## src/rtl/p405s_icu_tag_bist_ctrl.sv

```systemverilog
// March C- BIST controller for the ICU tag SRAM: sequences the six March elements
// over the BIST port and captures the first miscompare for diagnosis.
module p405s_icu_tag_bist_ctrl #(
  parameter int unsigned ADDR_W = 8,
  parameter int unsigned DATA_W = 46
) (
  input  logic              cclk,
  input  logic              reset,
  input  logic              bist_start,
  input  logic [DATA_W-1:0] bist_rd_data,
  output logic              bist_mode,
  output logic              bist_ce_n,
  output logic              bist_we_n,
  output logic [ADDR_W-1:0] bist_addr,
  output logic [DATA_W-1:0] bist_wr_data,
  output logic              bist_busy,
  output logic              bist_done,
  output logic              bist_fail,
  output logic [ADDR_W-1:0] bist_fail_addr,
  output logic [2:0]        bist_fail_elem,
  output logic [DATA_W-1:0] bist_fail_syn
);

  localparam int unsigned ELEM_W = 3;
  localparam logic [ADDR_W-1:0] ADDR_MIN = '0;
  localparam logic [ADDR_W-1:0] ADDR_MAX = '1;
  localparam logic [ADDR_W-1:0] ADDR_ONE = ADDR_W'(1);

  typedef enum logic [3:0] {
    S_IDLE, S_E0, S_E1, S_E2, S_E3, S_E4, S_E5, S_CHK, S_DONE
  } state_t;

  state_t              r_state;
  logic [ADDR_W-1:0]   r_addr;
  logic                r_phase;
  logic                r_cmp_vld;
  logic                r_cmp_exp_one;
  logic [ADDR_W-1:0]   r_cmp_addr;
  logic [ELEM_W-1:0]   r_cmp_elem;
  logic                r_fail;
  logic [ADDR_W-1:0]   r_fail_addr;
  logic [ELEM_W-1:0]   r_fail_elem;
  logic [DATA_W-1:0]   r_fail_syn;

  state_t              w_state_nxt;
  state_t              w_elem_nxt;
  logic [ADDR_W-1:0]   w_addr_nxt;
  logic [ADDR_W-1:0]   w_start_addr;
  logic [ADDR_W-1:0]   w_addr_step;
  logic                w_phase_nxt;
  logic                w_rd;
  logic                w_wr;
  logic                w_clear;
  logic                w_up;
  logic                w_last;
  logic                w_exp_one;
  logic                w_wr_one;
  logic [ELEM_W-1:0]   w_elem;
  logic [DATA_W-1:0]   w_syn;
  logic                w_miscmp;

  // Element attributes, then sequencing; read/write decode depends on registered state only
  always_comb begin
    w_state_nxt  = r_state;
    w_addr_nxt   = r_addr;
    w_phase_nxt  = r_phase;
    w_rd         = 1'b0;
    w_wr         = 1'b0;
    w_clear      = 1'b0;
    w_up         = 1'b1;
    w_exp_one    = 1'b0;
    w_wr_one     = 1'b0;
    w_elem       = '0;
    w_elem_nxt   = S_IDLE;
    w_start_addr = ADDR_MIN;

    case (r_state)
      S_E1: begin w_wr_one = 1'b1; w_elem = ELEM_W'(1); w_elem_nxt = S_E2; end
      S_E2: begin w_exp_one = 1'b1; w_elem = ELEM_W'(2); w_elem_nxt = S_E3; w_start_addr = ADDR_MAX; end
      S_E3: begin
        w_up = 1'b0; w_wr_one = 1'b1; w_elem = ELEM_W'(3); w_elem_nxt = S_E4; w_start_addr = ADDR_MAX;
      end
      S_E4: begin w_up = 1'b0; w_exp_one = 1'b1; w_elem = ELEM_W'(4); w_elem_nxt = S_E5; end
      S_E5: w_elem = ELEM_W'(5);
      default: ;
    endcase

    w_last      = w_up ? (r_addr == ADDR_MAX) : (r_addr == ADDR_MIN);
    w_addr_step = w_up ? (r_addr + ADDR_ONE) : (r_addr - ADDR_ONE);

    case (r_state)
      S_IDLE, S_DONE: begin
        if (bist_start) begin
          w_state_nxt = S_E0;
          w_addr_nxt  = ADDR_MIN;
          w_phase_nxt = 1'b0;
          w_clear     = 1'b1;
        end
      end
      S_E0: begin
        w_wr = 1'b1;
        if (w_last) begin
          w_state_nxt = S_E1;
          w_addr_nxt  = ADDR_MIN;
        end else begin
          w_addr_nxt = w_addr_step;
        end
      end
      S_E1, S_E2, S_E3, S_E4: begin
        if (!r_phase) begin
          w_rd        = 1'b1;
          w_phase_nxt = 1'b1;
        end else begin
          w_wr        = 1'b1;
          w_phase_nxt = 1'b0;
          if (w_last) begin
            w_state_nxt = w_elem_nxt;
            w_addr_nxt  = w_start_addr;
          end else begin
            w_addr_nxt = w_addr_step;
          end
        end
      end
      S_E5: begin
        w_rd = 1'b1;
        if (w_last) begin
          w_state_nxt = S_CHK;
          w_addr_nxt  = ADDR_MIN;
        end else begin
          w_addr_nxt = w_addr_step;
        end
      end
      S_CHK:   w_state_nxt = S_DONE;
      default: w_state_nxt = S_IDLE;
    endcase
  end

  assign w_syn    = bist_rd_data ^ {DATA_W{r_cmp_exp_one}};
  assign w_miscmp = r_cmp_vld && (w_syn != '0);

  // State, compare pipeline and sticky first-failure capture
  always_ff @(posedge cclk) begin
    if (reset) begin
      r_state       <= S_IDLE;
      r_addr        <= '0;
      r_phase       <= 1'b0;
      r_cmp_vld     <= 1'b0;
      r_cmp_exp_one <= 1'b0;
      r_cmp_addr    <= '0;
      r_cmp_elem    <= '0;
      r_fail        <= 1'b0;
      r_fail_addr   <= '0;
      r_fail_elem   <= '0;
      r_fail_syn    <= '0;
    end else begin
      r_state       <= w_state_nxt;
      r_addr        <= w_addr_nxt;
      r_phase       <= w_phase_nxt;
      r_cmp_vld     <= w_rd;
      r_cmp_exp_one <= w_exp_one;
      r_cmp_addr    <= r_addr;
      r_cmp_elem    <= w_elem;
      if (w_clear) begin
        r_fail      <= 1'b0;
        r_fail_addr <= '0;
        r_fail_elem <= '0;
        r_fail_syn  <= '0;
      end else if (w_miscmp && !r_fail) begin
        r_fail      <= 1'b1;
        r_fail_addr <= r_cmp_addr;
        r_fail_elem <= r_cmp_elem;
        r_fail_syn  <= w_syn;
      end
    end
  end

  assign bist_busy      = (r_state != S_IDLE) && (r_state != S_DONE);
  assign bist_mode      = bist_busy;
  assign bist_done      = (r_state == S_DONE);
  assign bist_ce_n      = !(w_rd || w_wr);
  assign bist_we_n      = !w_wr;
  assign bist_addr      = r_addr;
  assign bist_wr_data   = {DATA_W{w_wr && w_wr_one}};
  assign bist_fail      = r_fail;
  assign bist_fail_addr = r_fail_addr;
  assign bist_fail_elem = r_fail_elem;
  assign bist_fail_syn  = r_fail_syn;

endmodule

```

## config.mk

```make
export PLATFORM = sky130hd
export DESIGN_NAME = p405s_icu_tag_bist_ctrl
export DESIGN_NICKNAME = d
export VERILOG_FILES = /design/src/rtl/p405s_icu_tag_bist_ctrl.sv
export SDC_FILE = /design/constraint.sdc
export NUM_CORES = 1
export LEC_CHECK = 0
export ABC_AREA = 1
export CAP_MARGIN = 0
export CORE_MARGIN = 4
export CORE_UTILIZATION = 45
export CTS_BUF_LIST = sky130_fd_sc_hd__clkbuf_16
export CTS_CLUSTER_DIAMETER = 200
export DETAILED_ROUTE_END_ITERATION = 7
export PLACE_DENSITY = 0.86
export SLEW_MARGIN = 5
export SYNTH_ARGS = -nofsm -noshare
export SYNTH_HDL_FRONTEND = slang
export SYNTH_SLANG_ARGS = --single-unit
```

## constraint.sdc

```tcl
create_clock -name cclk -period 8.8 [get_ports cclk]
set_clock_uncertainty 0.15 [all_clocks]
set_input_delay 1.76 -clock cclk [delete_from_list [all_inputs] [get_ports cclk]]
set_output_delay 1.76 -clock cclk [all_outputs]
set_load 0.02 [all_outputs]
```

# Yosys cells after proc, flatten, opt, wreduce, memory -nomap -nowiden
# Cells that the tools add are included.
# W data, S select, Z words.
classes:
  n_addsub: 2
  eq_ne: 15
  muxes: 26
  bitwise: 1
  reduce_logical: 25
ops:
  columns: ["cell", "n"]
  rows:
  - ["$mux W8", 6]
  - ["$reduce_bool A46 Y1", 1]
  - ["$xor A46 B46 Y46", 1]
  - ["$pmux W8 S3", 1]
  - ["$mux W4", 5]
  - ["$pmux W4 S5", 1]
  - ["$eq A4 B3 Y1 const B", 4]
  - ["$pmux W3 S5", 1]
  - ["$reduce_or A2 Y1", 7]
  - ["$pmux W3 S4", 1]
  - ["$ne A2 B2 Y1 const B", 5]
  - ["$add A8 B1 Y8 const B", 1]
  - ["$eq A4 B2 Y1 const B", 2]
  - ["$eq A8 B8 Y1 const B", 1]
  - ["$logic_not A8 Y1", 1]
  - ["$mux W1", 8]
  - ["$sub A8 B1 Y8 const B", 1]
  - ["$pmux W1 S2", 3]
  - ["$reduce_and A5 Y1", 1]
  - ["$eq A4 B1 Y1 const B", 1]
  - ["$eq A4 B4 Y1 const B", 1]
  - ["$logic_and A1 B1 Y1", 4]
  - ["$logic_not A4 Y1", 1]
  - ["$ne A4 B4 Y1 const B", 1]
  - ["8 further kinds", 10]
totals:
  ff_bits: 84
  inputBits: 49
  output_inout_bits: 117
  wordCells: 80

# Logic depth before layout (Yosys ltp)
# Gate-level depths: netlist of the first run.
depth:
  word_depth: 6
  ltp_mapped: 15
  mapped_depth_nobuf: 14

# Least setup slack after synthesis of the first run
# No wires, ideal clock.
synth_path:
  kind: "flip-flop to output port"
  from: "reg r_state[2]"
  to: "out bist_wr_data[10]"
  t_arrival_ps: 3077
  required_ps: 6890
  setup_slack_ps: 3813
  stages_incl_launch_ff: 10
  n_path_buf: 1
  cell_sequence: "dfxtp_1 -> inv_1 -> nor2_2 -> nand2_2 -> nand3_2 -> nand2_1 -> inv_1 -> nor2_1 -> nor2_1 -> buf_4"
synth_between:
  elab_chain_len: 4
  word_cells_on_any_way: 10
  cone_classes: "eq/ne (5); mux (2); reduce/logical (3)"
synth_rtl:
  columns: ["item", "line_no", "rtl"]
  rows:
  - ["from (decl)", "33", "state_t r_state;"]
  - ["from (signal assigned)", "156", "r_state <= w_state_nxt;"]
  - ["$eq A4 B2 Y1 (tied with other cells)", "77, 91", null]
  - ["$reduce_or A4 Y1 or $reduce_or A2 Y1 (tied branches)", null, null]
  - ["$pmux W1 S2 or $mux W1 (tied branches)", "91, 77", null]
  - ["$logic_and A1 B1 Y1 *", "183", "assign bist_wr_data = {DATA_W{w_wr && w_wr_one}};"]
  - ["to (decl)", "15", "output logic [DATA_W-1:0] bist_wr_data,"]
# Every way passes the cells marked *; elsewhere a longest branch is shown, timed or not.

# Final worst setup path of the first run
layout_path:
  from: "reg r_state[2]"
  to: "out bist_wr_data[19]"
# The elaborated chain is that of the path after synthesis.

==> results of run 1 <==
-- routing by layer --
layer | global-route usage | up-vias | part of all wire
li1 | - | 2660 | -
met3 | 0.0374 | 17 | 0.073
met1 | 0.255 | 2148 | 0.46
met2 | 0.324 | 195 | 0.45
met5 | 0 | - | 0
met4 | 0.0626 | 0 | 0.017
-- worst max-delay path by stage --
stage                                  startpoint                             end  slack, ns  cells after the start
final                     r_state[2]$_SDFFE_PP0P_                bist_wr_data[19]       4.30                     10
after global routing      r_state[2]$_SDFFE_PP0P_                bist_wr_data[42]       4.08                     10
after CTS                 r_state[2]$_SDFFE_PP0P_                bist_wr_data[19]       4.29                     10
after detailed placement         bist_rd_data[42]  bist_fail_syn[35]$_SDFFE_PP0P_       4.47                     13
after global placement           bist_rd_data[42]  bist_fail_syn[43]$_SDFFE_PP0P_       4.47                     13
after floorplan           r_state[2]$_SDFFE_PP0P_                bist_wr_data[10]       3.81                      9
-- critical path, cell delays in order, from the launching register on --
cell	delay, ns
dfxtp_1	0.34
inv_1	0.08
nor2_2	0.19
nand2_2	0.16
nand3_2	0.17
nand2_1	0.07
inv_1	0.07
nor2_1	0.06
nor2_2	0.07
buf_4	0.33
clkdlybuf4s50_1	0.69
-- registers in the layout, indices dropped and copies added, names as in the netlist --
| name | cells |
|---|---|
| bist_addr | 8 |
| r_phase | 1 |
| r_cmp_addr | 8 |
| r_cmp_elem | 3 |
| bist_fail_addr | 8 |
| bist_fail | 1 |
| bist_fail_elem | 3 |
| r_cmp_vld | 1 |
| r_state | 4 |
| bist_fail_syn | 46 |
| r_cmp_exp_one | 1 |
-- area by class of cell --
cell class	instances	area, µm²	area share
Clock inverter	7	95.1	0.0140
Multi-Input combinational cell	542	2360	0.348
Clock buffer	9	225	0.0332
Timing Repair Buffer	171	1700	0.250
Tap cell	140	175	0.0258
Sequential cell	84	1680	0.248
Inverter	146	548	0.0808
-- cell usage in the layout (no fill, tap or decap), types with 2 or more instances in the layout --
master,synthesis,final
nand2_1,281,281
clkdlybuf4s50_1,0,165
inv_1,145,144
nor2_1,145,143
dfxtp_1,84,83
a21oi_1,33,33
nand3_1,23,23
o21ai_0,12,12
nand3b_1,12,12
xnor2_1,9,9
clkbuf_16,0,9
ha_1,8,8
buf_4,52,6
xor2_1,4,4
nor3_1,4,4
nor2_2,1,3
nand4_1,3,3
inv_8,0,3
nand2_2,2,2
a21o_1,2,2
clkinvlp_4,0,2
-- through the flow --
step           area [µm²]  instances  hold WS (ns)
2_1_floorplan        5130        851         0.328
3_3_place_gp         6460       1083         0.310
3_5_place_dp         6460       1083         0.322
4_1_cts              6780       1099         0.339
5_1_grt              6780       1099         0.365
6_report             6780       1099         0.337
-- power by group through the flow --
stage | Sequential [mW] | Combinational [mW] | Clock, mW
after floorplan | 0.613 | 0.614 | 0
after global placement | 0.533 | 0.978 | 0
after detailed placement | 0.534 | 0.990 | 0
after CTS | 0.527 | 0.997 | 0.406
after global routing | 0.539 | 1.11 | 0.423
final | 0.526 | 0.992 | 0.399
-- logic make-up (layout without fill, tap and decap cells) --
| kind of cell | Yosys count | count (layout) | share of synthesized area |
|---|---|---|---|
| xor gates and xnor gates | 13 | 13 | 0.0222 |
| AOI/OAI and AO/OA | 48 | 48 | 0.0481 |
| buffers and inverters | 225 | 333 | 0.213 |
| and+or+nand+nor | 472 | 472 | 0.365 |
| adders and majority gates | 9 | 9 | 0.0234 |
| DFF | 84 | 84 | 0.328 |
==> out/summary.txt, run 1 <==
H-tree depth -> 3
Switch share -> 0.424
Final Hold Viols -> 0
NetSw -> 813 µW
Util after Layout -> 0.617
Clk pwr share -> 0.208
Warnings from Yosys -> 0
Inserted Clock Buffers -> 9
WL/cell -> 11.5 µm
Top cell type's share of synthesized area -> 0.328
Hold Path Depth -> 2
FP Rows -> 38
Sequential share of the synthesized area -> 0.328
Hold EP -> bist_fail_addr[2]$_SDFFE_PP0P_
EDFF count, synth -> 0
Max-Cap Viols -> 0
Post-cts resize count -> 0
Vias in the first global route -> 4744
Cts hold-fix bufs -> 0
Gate Count Post-Synth -> 851
Fin worst setup slack -> 4.30 ns
First-pass GRT wire length -> 21.2 mm
Combinational power share -> 0.517
Worst endpoint required time -> 6.89 ns
Synth unique cells -> 25
WP data arrival -> 2.59 ns
Crit share post-route -> 0.511
Residual DRC count -> 0
Worst R2R End -> bist_fail_syn[35]$_SDFFE_PP0P_
Pre-CTS WS -> 4.47 ns
Share of cells above drive strength 1 -> 0.0313
Int Pwr -> 1.10 mW
Area contributors post-synth -> dfxtp_1, nand2_1, inv_1
Chip height -> 115 µm
CTS tree -> done
Area growth syn-to-layout -> 32.2%
Initial Utilization -> 0.467
Outcome -> finished clean
Post-DP HPWL -> 9.08 mm
Nets -> 1012
Async set or reset register ratio after synthesis -> 0
Initial antenna violation count -> 0
Gr usage total -> 0.195
Buffers on Ports -> 165
Syn_area_per_cell -> 6.03 µm²
Post-route ant nets -> 0
Core area -> 11000 µm²
First-pass DRT Iterations -> 5
ANT cells -> 0
Synthesized Nets -> 909
Reg2reg start -> r_cmp_exp_one$_SDFF_PP0_
Total Wirelength -> 12.6 mm
Worst slew margin -> 0.545
Hold Path Class -> register to register
Maximum clock path buffer count -> 2
Yosys reg bits -> 84
Tmin final -> 4.50 ns
Min-delay src -> bist_fail_addr[2]$_SDFFE_PP0P_
Peak fanout along the critical path -> 46
Clock net sink count -> 84
Yosys top cell by area -> dfxtp_1
Sequential power share -> 0.275
Commonest cells post-synth -> nand2_1, inv_1, nor2_1
Crit Path Class -> register to output port
Pwr Total -> 1.92 mW
Most numerous cell in the Yosys netlist -> nand2_1
Root buffer cell -> clkbuf_16
Crit. End Element -> output port
Fmax -> 0.222 GHz
Mapped cell area -> 5130 µm²
Grt total ovfl -> 0
R2r setup slk -> 5.51 ns
Final GP Congestion -> 0.880
DRT iter0 DRCs -> 397
# fillers -> 984
Peak VDD IR -> 0.227 mV
RSZ-0062 raised after global routing -> no
Die W -> 115 µm
Largest net degree at the start of global routing -> 54
Vias per std cell -> 4.57
Leak pwr -> 3.45 nW
Synth Flop Type -> dfxtp_1
Power density cells -> 283 nW/µm²
Reg2Reg Depth -> 13
Setup TNS -> 0 ns
IO Count -> 166
Critical path launch point type -> register
Max Slew Vio Count -> 0
Vias -> 5020
Slew at the pin closest to its max-slew limit -> 0.681 ns
Clk Latency, worst-skew pair -> 0.33 ns
Final setup viols -> 0
Clock slew at reported path FFs -> 0.07 ns
Die ar. -> 13200 µm²
Setup bufs post-CTS -> 0
Note: power is estimated with default switching activity, not from simulation.
==> run 2: changes to the inputs <==
CORE_UTILIZATION = 42   (was 45)
PLACE_DENSITY = 0.85   (was 0.86)
clock period = 3.6 ns   (was 8.8 ns; I/O delays follow)
==> out/summary.txt, run 2 (synthesized netlist as in run 1, its figures left out) <==
Outcome -> finished clean
Worst slew margin -> 0.563
IO Count -> 166
Tmin final -> 3.35 ns
Grt total ovfl -> 0
Vias -> 5010
Number of flip-flops in the largest register -> 46
Worst endpoint required time -> 2.73 ns
Post-DP HPWL -> 9.03 mm
Clock slew at reported path FFs -> 0.06 ns
Global Route met1 Usage -> 0.226
Peak fanout along the critical path -> 46
Crit. End Element -> output port
CTS tree -> done
Cts hold-fix bufs -> 0
Peak VDD IR -> 0.554 mV
First-pass DRT Iterations -> 5
Chip height -> 119 µm
Clk Latency, worst-skew pair -> 0.34 ns
Register area -> 1680 µm²
Share of cells above drive strength 1 -> 0.0333
Die W -> 119 µm
Final Hold Viols -> 0
Total Wirelength -> 12.6 mm
Vias in the first global route -> 4647
Crit Path Class -> register to output port
Die ar. -> 14000 µm²
Final GP Congestion -> 0.938
Nets -> 1014
Global route hottest layer -> met2
Clock net sink count -> 84
Fmax -> 0.298 GHz
First-pass GRT wire length -> 21.1 mm
Buffers on Ports -> 165
Initial antenna violation count -> 0
Post-route ant nets -> 0
Area growth syn-to-layout -> 33.2%
FP Rows -> 40
Most frequent cells in the layout -> nand2_1, clkdlybuf4s50_1, inv_1
Slew at the pin closest to its max-slew limit -> 0.655 ns
Hold Path Class -> register to register
Multi-input logic area -> 2360 µm²
Core area -> 12000 µm²
Critical path launch point type -> register
WL/cell -> 11.4 µm
Power density cells -> 688 nW/µm²
Leak pwr -> 3.47 nW
H-tree depth -> 3
Vias per std cell -> 4.52
RSZ-0062 raised after global routing -> no
Setup TNS -> 0 ns
Final setup viols -> 0
DRT iter0 DRCs -> 304
Pwr Total -> 4.70 mW
Commonest non-fill, non-tap cell in the layout -> nand2_1
Root buffer cell -> clkbuf_16
Crit share post-route -> 0.932
Largest net degree at the start of global routing -> 58
Maximum clock path buffer count -> 2
# fillers -> 1131
WP data arrival -> 2.48 ns
Initial Utilization -> 0.429
Met2 Track Usage GR -> 0.309
ANT cells -> 0
Gr usage total -> 0.179
Max-Cap Viols -> 0
Residual DRC count -> 0
Max Slew Vio Count -> 0
Inserted Clock Buffers -> 9
GRT met3 Usage -> 0.0445
run 2: what timing repair did:
action	in CTS	in global routing
resized for setup	0	1
setup buffers	0	0
setup endpoints to repair	0	46
run 2: metal layers:
layer / vias up / part of all wire
met5: - / 0
met4: 0 / 0.0080
met3: 8 / 0.051
met2: 163 / 0.47
met1: 2170 / 0.47
li1: 2669 / -
run 2: worst max-delay path: stages (launching register included):
cell,delay (ns)
dfxtp_1,0.35
inv_1,0.08
nor2_2,0.19
nand2_2,0.15
nand3_2,0.16
nand2_1,0.06
inv_1,0.07
nor2_1,0.06
nor2_2,0.09
buf_6,0.26
clkdlybuf4s50_1,0.67
run 2: power by group:
group	leakage, nW	switching [mW]	internal, mW
combinational	2.64	1.44	1.02
clock	0.153	0.401	0.550
sequential	0.684	0.137	1.15
run 2: cell type report:
type / instances / area share
Clock buffer: 9 / 0.0330
Tap cell: 147 / 0.0269
Sequential cell: 84 / 0.246
Inverter: 146 / 0.0802
Timing Repair Buffer: 173 / 0.257
Multi-Input combinational cell: 542 / 0.345
Clock inverter: 7 / 0.0119
run 2: worst paths after layout:
check | startpoint | end | slack, ns | cells past startpoint
max | r_state[2]$_SDFFE_PP0P_ | bist_wr_data[11] | 0.25 | 10
max reg2reg | r_cmp_exp_one$_SDFF_PP0_ | bist_fail_syn[18]$_SDFFE_PP0P_ | 1.01 | 13
min | bist_fail_syn[15]$_SDFFE_PP0P_ | bist_fail_syn[15]$_SDFFE_PP0P_ | 0.33 | 2
min reg2reg | bist_fail_syn[15]$_SDFFE_PP0P_ | bist_fail_syn[15]$_SDFFE_PP0P_ | 0.33 | 2
run 2: per-stage QoR:
stage                     setup WS [ns]  cells  hold slack, ns  utilization  instance area (µm²)
after floorplan                   0.334    851           0.328            -                 5130
after global placement            0.620   1092           0.311        0.545                 6520
final                             0.245   1108           0.328        0.571                 6830
after CTS                         0.156   1108           0.334        0.571                 6830
after detailed placement          0.544   1092           0.317        0.545                 6520
after global routing             0.0431   1108           0.370        0.571                 6830
==> run 3: changes to the inputs <==
CAP_MARGIN = unset   (was 0)
==> results of run 3 <==
Final layout, timing and power as in run 2 (identical DEF).
